**src/rtl/count_bcd_display.sv**
```systemverilog
// Counter display back-end: sequential double-dabble binary->BCD plus a 3-digit
// multiplexed 7-segment scanner. Define LEADING_ZERO_BLANK_EN to blank leading zeros.
module count_bcd_display #(
  parameter int unsigned SCAN_DIV = 4
) (
  input  logic        clk,
  input  logic        reset,
  input  logic [7:0]  count,
  output logic [11:0] bcd,
  output logic        busy,
  output logic [2:0]  an,
  output logic [6:0]  seg
);

  localparam int unsigned PW = (SCAN_DIV > 1) ? $clog2(SCAN_DIV) : 1;

  typedef enum logic [1:0] {
    S_IDLE,
    S_SHIFT,
    S_DONE
  } state_t;

  state_t      state_q, state_d;
  logic [7:0]  last_q, last_d;
  logic [19:0] sr_q, sr_d;
  logic [2:0]  bitcnt_q, bitcnt_d;
  logic [11:0] bcd_q, bcd_d;
  logic        busy_q, busy_d;
  logic [11:0] adj;

  logic [PW-1:0] prescale_q, prescale_d;
  logic [1:0]    idx_q, idx_d;

  always_comb begin
    // add-3 correction on every BCD nibble before the shift
    adj = sr_q[19:8];
    for (int unsigned i = 0; i < 3; i++) begin
      if (sr_q[8 + 4*i +: 4] >= 4'd5)
        adj[4*i +: 4] = sr_q[8 + 4*i +: 4] + 4'd3;
    end

    state_d  = state_q;
    last_d   = last_q;
    sr_d     = sr_q;
    bitcnt_d = bitcnt_q;
    bcd_d    = bcd_q;

    case (state_q)
      S_IDLE: begin
        if (count != last_q) begin
          sr_d     = {12'h000, count};
          last_d   = count;
          bitcnt_d = '0;
          state_d  = S_SHIFT;
        end
      end
      S_SHIFT: begin
        sr_d     = {adj, sr_q[7:0]} << 1;
        bitcnt_d = bitcnt_q + 3'd1;
        if (bitcnt_q == 3'd7)
          state_d = S_DONE;
      end
      S_DONE: begin
        bcd_d   = sr_q[19:8];
        state_d = S_IDLE;
      end
      default: state_d = S_IDLE;
    endcase

    busy_d = (state_d != S_IDLE);
  end

  always_ff @(posedge clk or posedge reset) begin
    if (reset) begin
      state_q  <= S_IDLE;
      last_q   <= '0;
      sr_q     <= '0;
      bitcnt_q <= '0;
      bcd_q    <= '0;
      busy_q   <= 1'b0;
    end else begin
      state_q  <= state_d;
      last_q   <= last_d;
      sr_q     <= sr_d;
      bitcnt_q <= bitcnt_d;
      bcd_q    <= bcd_d;
      busy_q   <= busy_d;
    end
  end

  always_comb begin
    prescale_d = prescale_q + PW'(1);
    idx_d      = idx_q;
    if (prescale_q == PW'(SCAN_DIV - 1)) begin
      prescale_d = '0;
      idx_d      = (idx_q == 2'd2) ? 2'd0 : idx_q + 2'd1;
    end
  end

  always_ff @(posedge clk or posedge reset) begin
    if (reset) begin
      prescale_q <= '0;
      idx_q      <= '0;
    end else begin
      prescale_q <= prescale_d;
      idx_q      <= idx_d;
    end
  end

  logic [3:0] digit;
  logic       blank;

  always_comb begin
    case (idx_q)
      2'd1:    an = 3'b010;
      2'd2:    an = 3'b100;
      default: an = 3'b001;
    endcase

    case (idx_q)
      2'd1:    digit = bcd_q[7:4];
      2'd2:    digit = bcd_q[11:8];
      default: digit = bcd_q[3:0];
    endcase

    blank = 1'b0;
`ifdef LEADING_ZERO_BLANK_EN
    if (idx_q == 2'd2 && bcd_q[11:8] == 4'd0)
      blank = 1'b1;
    if (idx_q == 2'd1 && bcd_q[11:4] == 8'd0)
      blank = 1'b1;
`endif

    case (digit)
      4'd0:    seg = 7'b1111110;
      4'd1:    seg = 7'b0110000;
      4'd2:    seg = 7'b1101101;
      4'd3:    seg = 7'b1111001;
      4'd4:    seg = 7'b0110011;
      4'd5:    seg = 7'b1011011;
      4'd6:    seg = 7'b1011111;
      4'd7:    seg = 7'b1110000;
      4'd8:    seg = 7'b1111111;
      4'd9:    seg = 7'b1111011;
      default: seg = 7'b0000000;
    endcase
    if (blank)
      seg = 7'b0000000;
  end

  assign bcd  = bcd_q;
  assign busy = busy_q;

endmodule

```
**config.mk**
```make
export PLATFORM = sky130hd
export DESIGN_NAME = count_bcd_display
export DESIGN_NICKNAME = d
export VERILOG_FILES = /design/src/rtl/count_bcd_display.sv
export SDC_FILE = /design/constraint.sdc
export NUM_CORES = 1
export LEC_CHECK = 0
export CAP_MARGIN = 20
export CORE_MARGIN = 2
export CORE_UTILIZATION = 55
export CTS_CLUSTER_SIZE = 28
export DETAILED_ROUTE_END_ITERATION = 12
export GPL_ROUTABILITY_DRIVEN = 0
export HOLD_SLACK_MARGIN = 0.08
export PLACE_DENSITY = 0.79
export RECOVER_POWER = 100
export SYNTH_ARGS = -nofsm -noshare
export SYNTH_HDL_FRONTEND = slang
export SYNTH_SLANG_ARGS = --single-unit
```
**constraint.sdc**
```tcl
create_clock -name clk -period 4.1 [get_ports clk]
set_input_delay 1.23 -clock clk [delete_from_list [all_inputs] [get_ports clk]]
set_output_delay 1.23 -clock clk [all_outputs]
set_load 0.05 [all_outputs]
```
==> results.py, run 1 <==
metrics = {
    "power": {
        "leakagePower_uw": 0.00145,
        "fin_total_pwr_uw": 2630,
        "power_per_cell_area_mw_per_mm2": 836,
        "vdd_drop_max_v": 0.000405,
    },
    "worst_setup_path": {
        "sequence_of_cells_on_the_critical_path": "dlygate4sd3_1 -> xnor2_1 -> nand4_2 -> o31ai_1 -> buf_4 -> a22o_1",
        "worst_r2r_path_depth": 5,
        "worstSetupStartpoint": "count[2]",
        "crit_cells": 6,
        "delay_heaviest_family_cp": "compound AO/OA/AOI/OAI gates",
        "cp-start-kind": "input port",
        "max_stage_delay_ns": 1.40,
        "crit_path_end_kind": "flop",
        "worst-endpoint-required_ns": 4.34,
        "critical_path_buffers_and_inverters": 2,
        "regToRegEndpoint": "sr_q[9]$_DFFE_PP0P_",
        "worst_setup_path_endpoint": "sr_q[9]$_DFFE_PP0P_",
        "critPathKind": "input port to flop",
        "worstPathMaxFanout": 13,
        "worst-r2r-setup-slack_ns": 1.33,
        "critical-path-slowest-cell": "sky130_fd_sc_hd__o31ai_1",
        "crit_arrival_ns": 4.11,
        "worst_r2r_startpoint": "last_q[2]$_DFFE_PP0P_",
    },
    "yosys": {
        "avgSynthCellArea_sq_um": 11.4,
        "synth_cell_types": 29,
        "number_of_enable_flip_flop_cells_after_synthesis": 0,
        "flip_flop_and_latch_count_after_synthesis": 50,
        "yosys.area_share.xor_xnor_pct": 3.61,
        "synth_mux_area_share_pct": 15.8,
        "post_synth_inst_count": 234,
        "adder_cell_share_of_the_synthesized_area_pct": 9.38,
        "asyncSetResetFlopFracSynth_pct": 100,
        "dominant_combinational_cell_family_by_area_after_synthesis": "multiplexers",
        "synth-compound-area-share_pct": 13.4,
        "post_synth_and_or_nand_nor_area_fraction_pct": 6.66,
        "mappedNetlistNets": 264,
        "seq_area_frac_synth_pct": 46.9,
        "warnings_synthesis": 0,
        "synth_top_flop_cell": "sky130_fd_sc_hd__dfrtp_1",
        "mappedNetlistArea_sq_mm": 0.00267,
    },
    "routing": {
        "routed_wirelength_normalized_by_instance_count_um": 14.1,
        "remaining_drc_errors": 0,
        "detailedRoute.firstIterationViolations": 35,
        "first_pass_iteration_count_of_the_detailed_router": 4,
        "route.detailed.vias_per_inst": 5.44,
        "ant_nets": 0,
        "vias": 1756,
        "wirelength_um": 4550,
    },
    "timing": {
        "hold_viol": 0,
        "worst-slew-pin-transition_ns": 1.98,
        "rsz0062_at_grt": "false",
        "timing.final.crit_share_pct": 94.4,
        "min_period_ns": 3.87,
        "setup_total_negative_slack_ns": 0,
        "maxSlewViolCount": 62,
        "max_clock_freq_mhz": 258,
        "setup_viol": 0,
        "max-slew-margin-rel_pct": -31.8,
        "timing.clock.skew_ns": 0.00495,
    },
    "hold_path": {
        "min-delay-path-class": "flop to flop",
        "holdCritStartpoint": "prescale_q[0]$_DFF_PP0_",
    },
    "finish": {
        "commonest_non_fill_non_tap_cell_in_the_layout": "sky130_fd_sc_hd__dfrtp_1",
        "areaGrowthSynthToFinish_pct": 18.0,
        "nets": 298,
        "finished_cell_area_sq_mm": 0.00315,
        "number_of_fillers_in_the_final_layout": 384,
        "layout_common_cells": "sky130_fd_sc_hd__dfrtp_1, sky130_fd_sc_hd__mux2_2, sky130_fd_sc_hd__o21ai_0, sky130_fd_sc_hd__ha_1",
        "drive_gt1_share_pct": 18.6,
        "number_of_antenna_diodes": 0,
    },
    "grt": {
        "antenna_violations_before_repair": 0,
        "grt_first_pass_wirelength_um": 7910,
        "grt_start_max_net_pins": 51,
        "groute.usage.overall_pct": 19.3,
        "grt_remaining_overflow": 0,
        "first_global_vias": 1735,
    },
    "run": {
        "max_cap_violations": 2,
    },
    "clocking": {
        "ctsHoldBuffers": 0,
        "cts_sinks": 50,
        "cts.htree.levels": 2,
        "clock_latency_ns": 0.30,
        "library_cell_used_as_clock_root_buffer": "sky130_fd_sc_hd__clkbuf_8",
        "cts_inserted_buffers": 5,
        "path_clk_slew_ns": 0.09,
        "tritoncts": "done",
        "post_cts_buffers": 0,
        "clock_path_buffers": 2,
    },
    "die": {
        "fp.dieArea_sq_mm": 0.00543,
        "fp.dieW_um": 73.7,
        "start_util_pct": 56.9,
        "io_pins": 33,
        "core_area_sq_mm": 0.00469,
        "fp-row-count": 25,
        "die-height_um": 73.7,
    },
    "placed_design": {
        "io_buffers": 32,
        "place.detailed.hpwl_um": 3310,
        "postPlaceCellArea_sq_mm": 0.00304,
    },
    "status": {
        "violations": "max-capacitance violations, max-slew violations",
        "status": "finished with violations",
    },
}
-- cell families after synthesis --
group | Yosys count
AO/OA/AOI/OAI | 52
flip-flops | 50
AND/OR/NAND/NOR | 38
multiplexers | 37
buffers and inverters | 26
adder cells (fa/ha/maj) | 20
XOR/XNOR | 11
-- routing by layer --
metal	global-route usage, %	wire length (um)	part of all wire, %
met5	0	0	0
met2	32.0	2240	49
met4	8.28	75	1.6
met1	24.4	2070	45
met3	4.12	170	3.7
-- power by group --
part           switching [uW]  leakage [uW]  internal, uW
Sequential                174      0.000625           689
Clock                     159     0.0000514           182
Combinational             816      0.000769           612
-- area by class of cell --
class	count	area, sq um	share of cell area [%]
clock buffers	6	72.6	2.30
clock inverters	2	37.5	1.19
inverters	18	67.6	2.15
multi-input cells	158	1300	41.4
flip-flops and latches	50	1250	39.7
well taps	54	67.6	2.15
repair buffers	35	350	11.1
-- sequential cells by signal (all words and copies together), names as in the netlist --
signal,count
bcd,12
bitcnt_q,3
busy,1
idx_q,2
last_q,8
prescale_q,2
sr_q,20
state_q,2
-- worst min path at each step --
stage,slack [ns],end,depth (start not counted)
finish,0.45,prescale_q[0]$_DFF_PP0_,1
global placement,0.41,prescale_q[0]$_DFF_PP0_,1
CTS,0.45,prescale_q[0]$_DFF_PP0_,1
floorplan,0.40,prescale_q[0]$_DFF_PP0_,1
detailed placement,0.44,prescale_q[0]$_DFF_PP0_,1
global route,0.49,prescale_q[0]$_DFF_PP0_,1
-- stage by stage --
| step | setup WS (ns) | util (%) | hold WS (ns) | cells |
|---|---|---|---|---|
| 2_1_floorplan | 0.0296 | - | 0.403 | 234 |
| 3_3_place_gp | 0.321 | 64.8 | 0.412 | 314 |
| 3_5_place_dp | 0.227 | 64.8 | 0.439 | 314 |
| 4_1_cts | 0.0644 | 67.2 | 0.449 | 322 |
| 5_1_grt | 0.0233 | 67.1 | 0.491 | 323 |
| 6_report | 0.231 | 67.1 | 0.449 | 323 |
-- synth_stat cells, types with 4 or more instances --
cell type / number / share of area [%]
sky130_fd_sc_hd__nand2_1: 18 / 2.5
sky130_fd_sc_hd__mux2i_1: 4 / 1.5
sky130_fd_sc_hd__xnor2_1: 11 / 3.6
sky130_fd_sc_hd__o2bb2ai_1: 5 / 1.6
sky130_fd_sc_hd__nand2b_1: 4 / 0.94
sky130_fd_sc_hd__inv_1: 18 / 2.5
sky130_fd_sc_hd__a22o_1: 11 / 3.6
sky130_fd_sc_hd__a21oi_1: 7 / 1.3
sky130_fd_sc_hd__ha_1: 20 / 9.4
sky130_fd_sc_hd__mux2_2: 30 / 13
sky130_fd_sc_hd__dfrtp_1: 50 / 47
sky130_fd_sc_hd__nor2_1: 9 / 1.3
sky130_fd_sc_hd__o21ai_0: 20 / 3.8
-- what timing repair did --
item	CTS	global route
gates resized for setup	2	3
pin swaps	0	0
setup endpoints to repair	2	3
Power figures use the tool's default switching activity.
==> run 2: changes to the inputs <==
- CORE_MARGIN: 2 -> 8
==> results.py, run 2 (same netlist as run 1, synthesis figures left out) <==
metrics = {
    "worst_setup_path": {
        "cp-start-kind": "flop",
        "worstSetupStartpoint": "idx_q[0]$_DFFE_PP0P_",
        "worst-endpoint-required_ns": 2.87,
        "worst_setup_path_endpoint": "seg[5]",
        "worst_r2r_path_depth": 5,
        "worst_r2r_startpoint": "last_q[1]$_DFFE_PP0P_",
        "max_stage_delay_ns": 0.48,
        "crit_path_end_kind": "output port",
        "critical-path-slowest-cell": "sky130_fd_sc_hd__ha_1",
        "sequence_of_cells_on_the_critical_path": "inv_1 -> ha_1 -> mux2i_1 -> buf_4 -> inv_1 -> ha_1 -> nor2_1 -> o21ai_0 -> dlymetal6s2s_1",
        "critPathKind": "flop to output port",
        "crit_arrival_ns": 2.66,
        "worst-r2r-setup-slack_ns": 1.25,
        "regToRegEndpoint": "sr_q[9]$_DFFE_PP0P_",
        "worstPathMaxFanout": 10,
    },
    "finish": {
        "regMostFlops": "sr_q",
        "largest_register_ff_count": 20,
        "areaGrowthSynthToFinish_pct": 17.4,
        "nets": 298,
        "stdcell_count": 323,
        "commonest_non_fill_non_tap_cell_in_the_layout": "sky130_fd_sc_hd__dfrtp_1",
        "layout_common_cells": "sky130_fd_sc_hd__dfrtp_1, sky130_fd_sc_hd__mux2_2, sky130_fd_sc_hd__o21ai_0, sky130_fd_sc_hd__ha_1",
        "drive_gt1_share_pct": 17.8,
        "postLayoutCoreUtil_pct": 66.8,
        "number_of_antenna_diodes": 0,
    },
    "clocking": {
        "post_cts_buffers": 0,
        "cts_inserted_buffers": 5,
        "library_cell_used_as_clock_root_buffer": "sky130_fd_sc_hd__clkbuf_8",
        "tritoncts": "done",
        "cts_sinks": 50,
        "path_clk_slew_ns": 0.08,
        "clock_path_buffers": 2,
        "clock_latency_ns": 0.30,
        "cts.htree.levels": 2,
    },
    "die": {
        "io_pins": 33,
        "core_area_sq_mm": 0.00469,
        "fp.dieArea_sq_mm": 0.00734,
        "fp-row-count": 25,
        "die-height_um": 85.7,
        "fp.dieW_um": 85.7,
        "start_util_pct": 56.9,
    },
    "power": {
        "power.switching_uw": 1150,
        "vdd_drop_max_v": 0.000448,
        "p_int_uw": 1470,
        "leakagePower_uw": 0.00145,
        "p_clk_share_pct": 12.9,
        "combinationalPowerShare_pct": 54.4,
        "switching_share_pct": 43.9,
        "power_per_cell_area_mw_per_mm2": 838,
        "seqPwrFrac_pct": 32.7,
    },
    "run": {
        "max_cap_violations": 2,
    },
    "placed_design": {
        "place_inst": 314,
        "io_buffers": 32,
        "place.detailed.hpwl_um": 3520,
        "dp_worst_slack_ns": 0.503,
    },
    "routing": {
        "wirelength_um": 4730,
        "detailedRoute.firstIterationViolations": 42,
        "first_pass_iteration_count_of_the_detailed_router": 4,
        "ant_nets": 0,
        "vias": 1759,
        "remaining_drc_errors": 0,
        "route.detailed.vias_per_inst": 5.45,
        "routed_wirelength_normalized_by_instance_count_um": 14.6,
    },
    "grt": {
        "antenna_violations_before_repair": 0,
        "grt_start_max_net_pins": 51,
        "groute.usage.overall_pct": 13.3,
        "first_global_vias": 1680,
        "grt_first_pass_wirelength_um": 7910,
        "grt_remaining_overflow": 0,
    },
    "timing": {
        "max-slew-margin-rel_pct": -29.4,
        "maxSlewViolCount": 60,
        "min_period_ns": 3.89,
        "rsz0062_at_grt": "false",
        "finalWorstSetupSlack_ns": 0.206,
        "max_clock_freq_mhz": 257,
        "worst-slew-pin-transition_ns": 1.94,
        "setup_total_negative_slack_ns": 0,
        "timing.final.crit_share_pct": 95.0,
        "timing.clock.skew_ns": 0.00762,
        "hold_viol": 0,
        "setup_viol": 0,
        "worst_hold_slack_ns": 0.447,
    },
    "hold_path": {
        "min-delay-path-class": "flop to flop",
        "holdCritStartpoint": "prescale_q[0]$_DFF_PP0_",
    },
    "status": {
        "status": "finished with violations",
        "violations": "max-capacitance violations, max-slew violations",
    },
}
run 2: area by class of cell:
type | instances | area, sq um
inverters | 18 | 67.6
repair buffers | 35 | 349
multi-input cells | 158 | 1290
fillers | 384 | 1560
clock inverters | 2 | 37.5
well taps | 54 | 67.6
clock buffers | 6 | 72.6
flip-flops and latches | 50 | 1250
run 2: routing by layer:
layer / GRT usage (%) / vias up / wire length (um) / part of all wire, %
li1: - / 887 / - / -
met1: 16.3 / 826 / 2250 / 48
met2: 20.9 / 39 / 2140 / 45
met3: 4.78 / 7 / 260 / 5.5
met4: 5.25 / 0 / 78 / 1.6
met5: 0 / - / 0 / 0
run 2: stage by stage:
step | total power (uW) | area [sq um]
2_1_floorplan | 1920 | 2670
3_3_place_gp | 2350 | 3050
3_5_place_dp | 2390 | 3050
4_1_cts | 2730 | 3160
5_1_grt | 2800 | 3130
6_report | 2630 | 3130
run 2: worst min-delay path by stage:
stage               slack (ns)                      end  depth (start not counted)
floorplan                 0.40  prescale_q[0]$_DFF_PP0_                          1
global placement          0.41  prescale_q[0]$_DFF_PP0_                          1
detailed placement        0.44  prescale_q[0]$_DFF_PP0_                          1
CTS                       0.45  prescale_q[0]$_DFF_PP0_                          1
global route              0.46  prescale_q[0]$_DFF_PP0_                          1
finish                    0.45  prescale_q[0]$_DFF_PP0_                          1
run 2: critical path: cells and delay by family, from the launching register on:
kind	cells	cell delay, ns
buffers and inverters	4	0.76
adder cells (fa/ha/maj)	2	0.75
flip-flops	1	0.38
multiplexers	1	0.27
AO/OA/AOI/OAI	1	0.16
AND/OR/NAND/NOR	1	0.04
run 2: what timing repair did:
action                     CTS  global route
hold endpoints to repair     0             0
hold buffers                 0             0
setup endpoints to repair    0             1
gates resized for setup      0             1
run 2: power by group through the flow:
stage          Clock, uW  Combinational (uW)  Sequential, uW
3_3_place_gp           0                1480             865
3_5_place_dp           0                1510             874
2_1_floorplan          0                 922            1000
4_1_cts              347                1520             865
5_1_grt              367                1540             888
6_report             339                1430             858
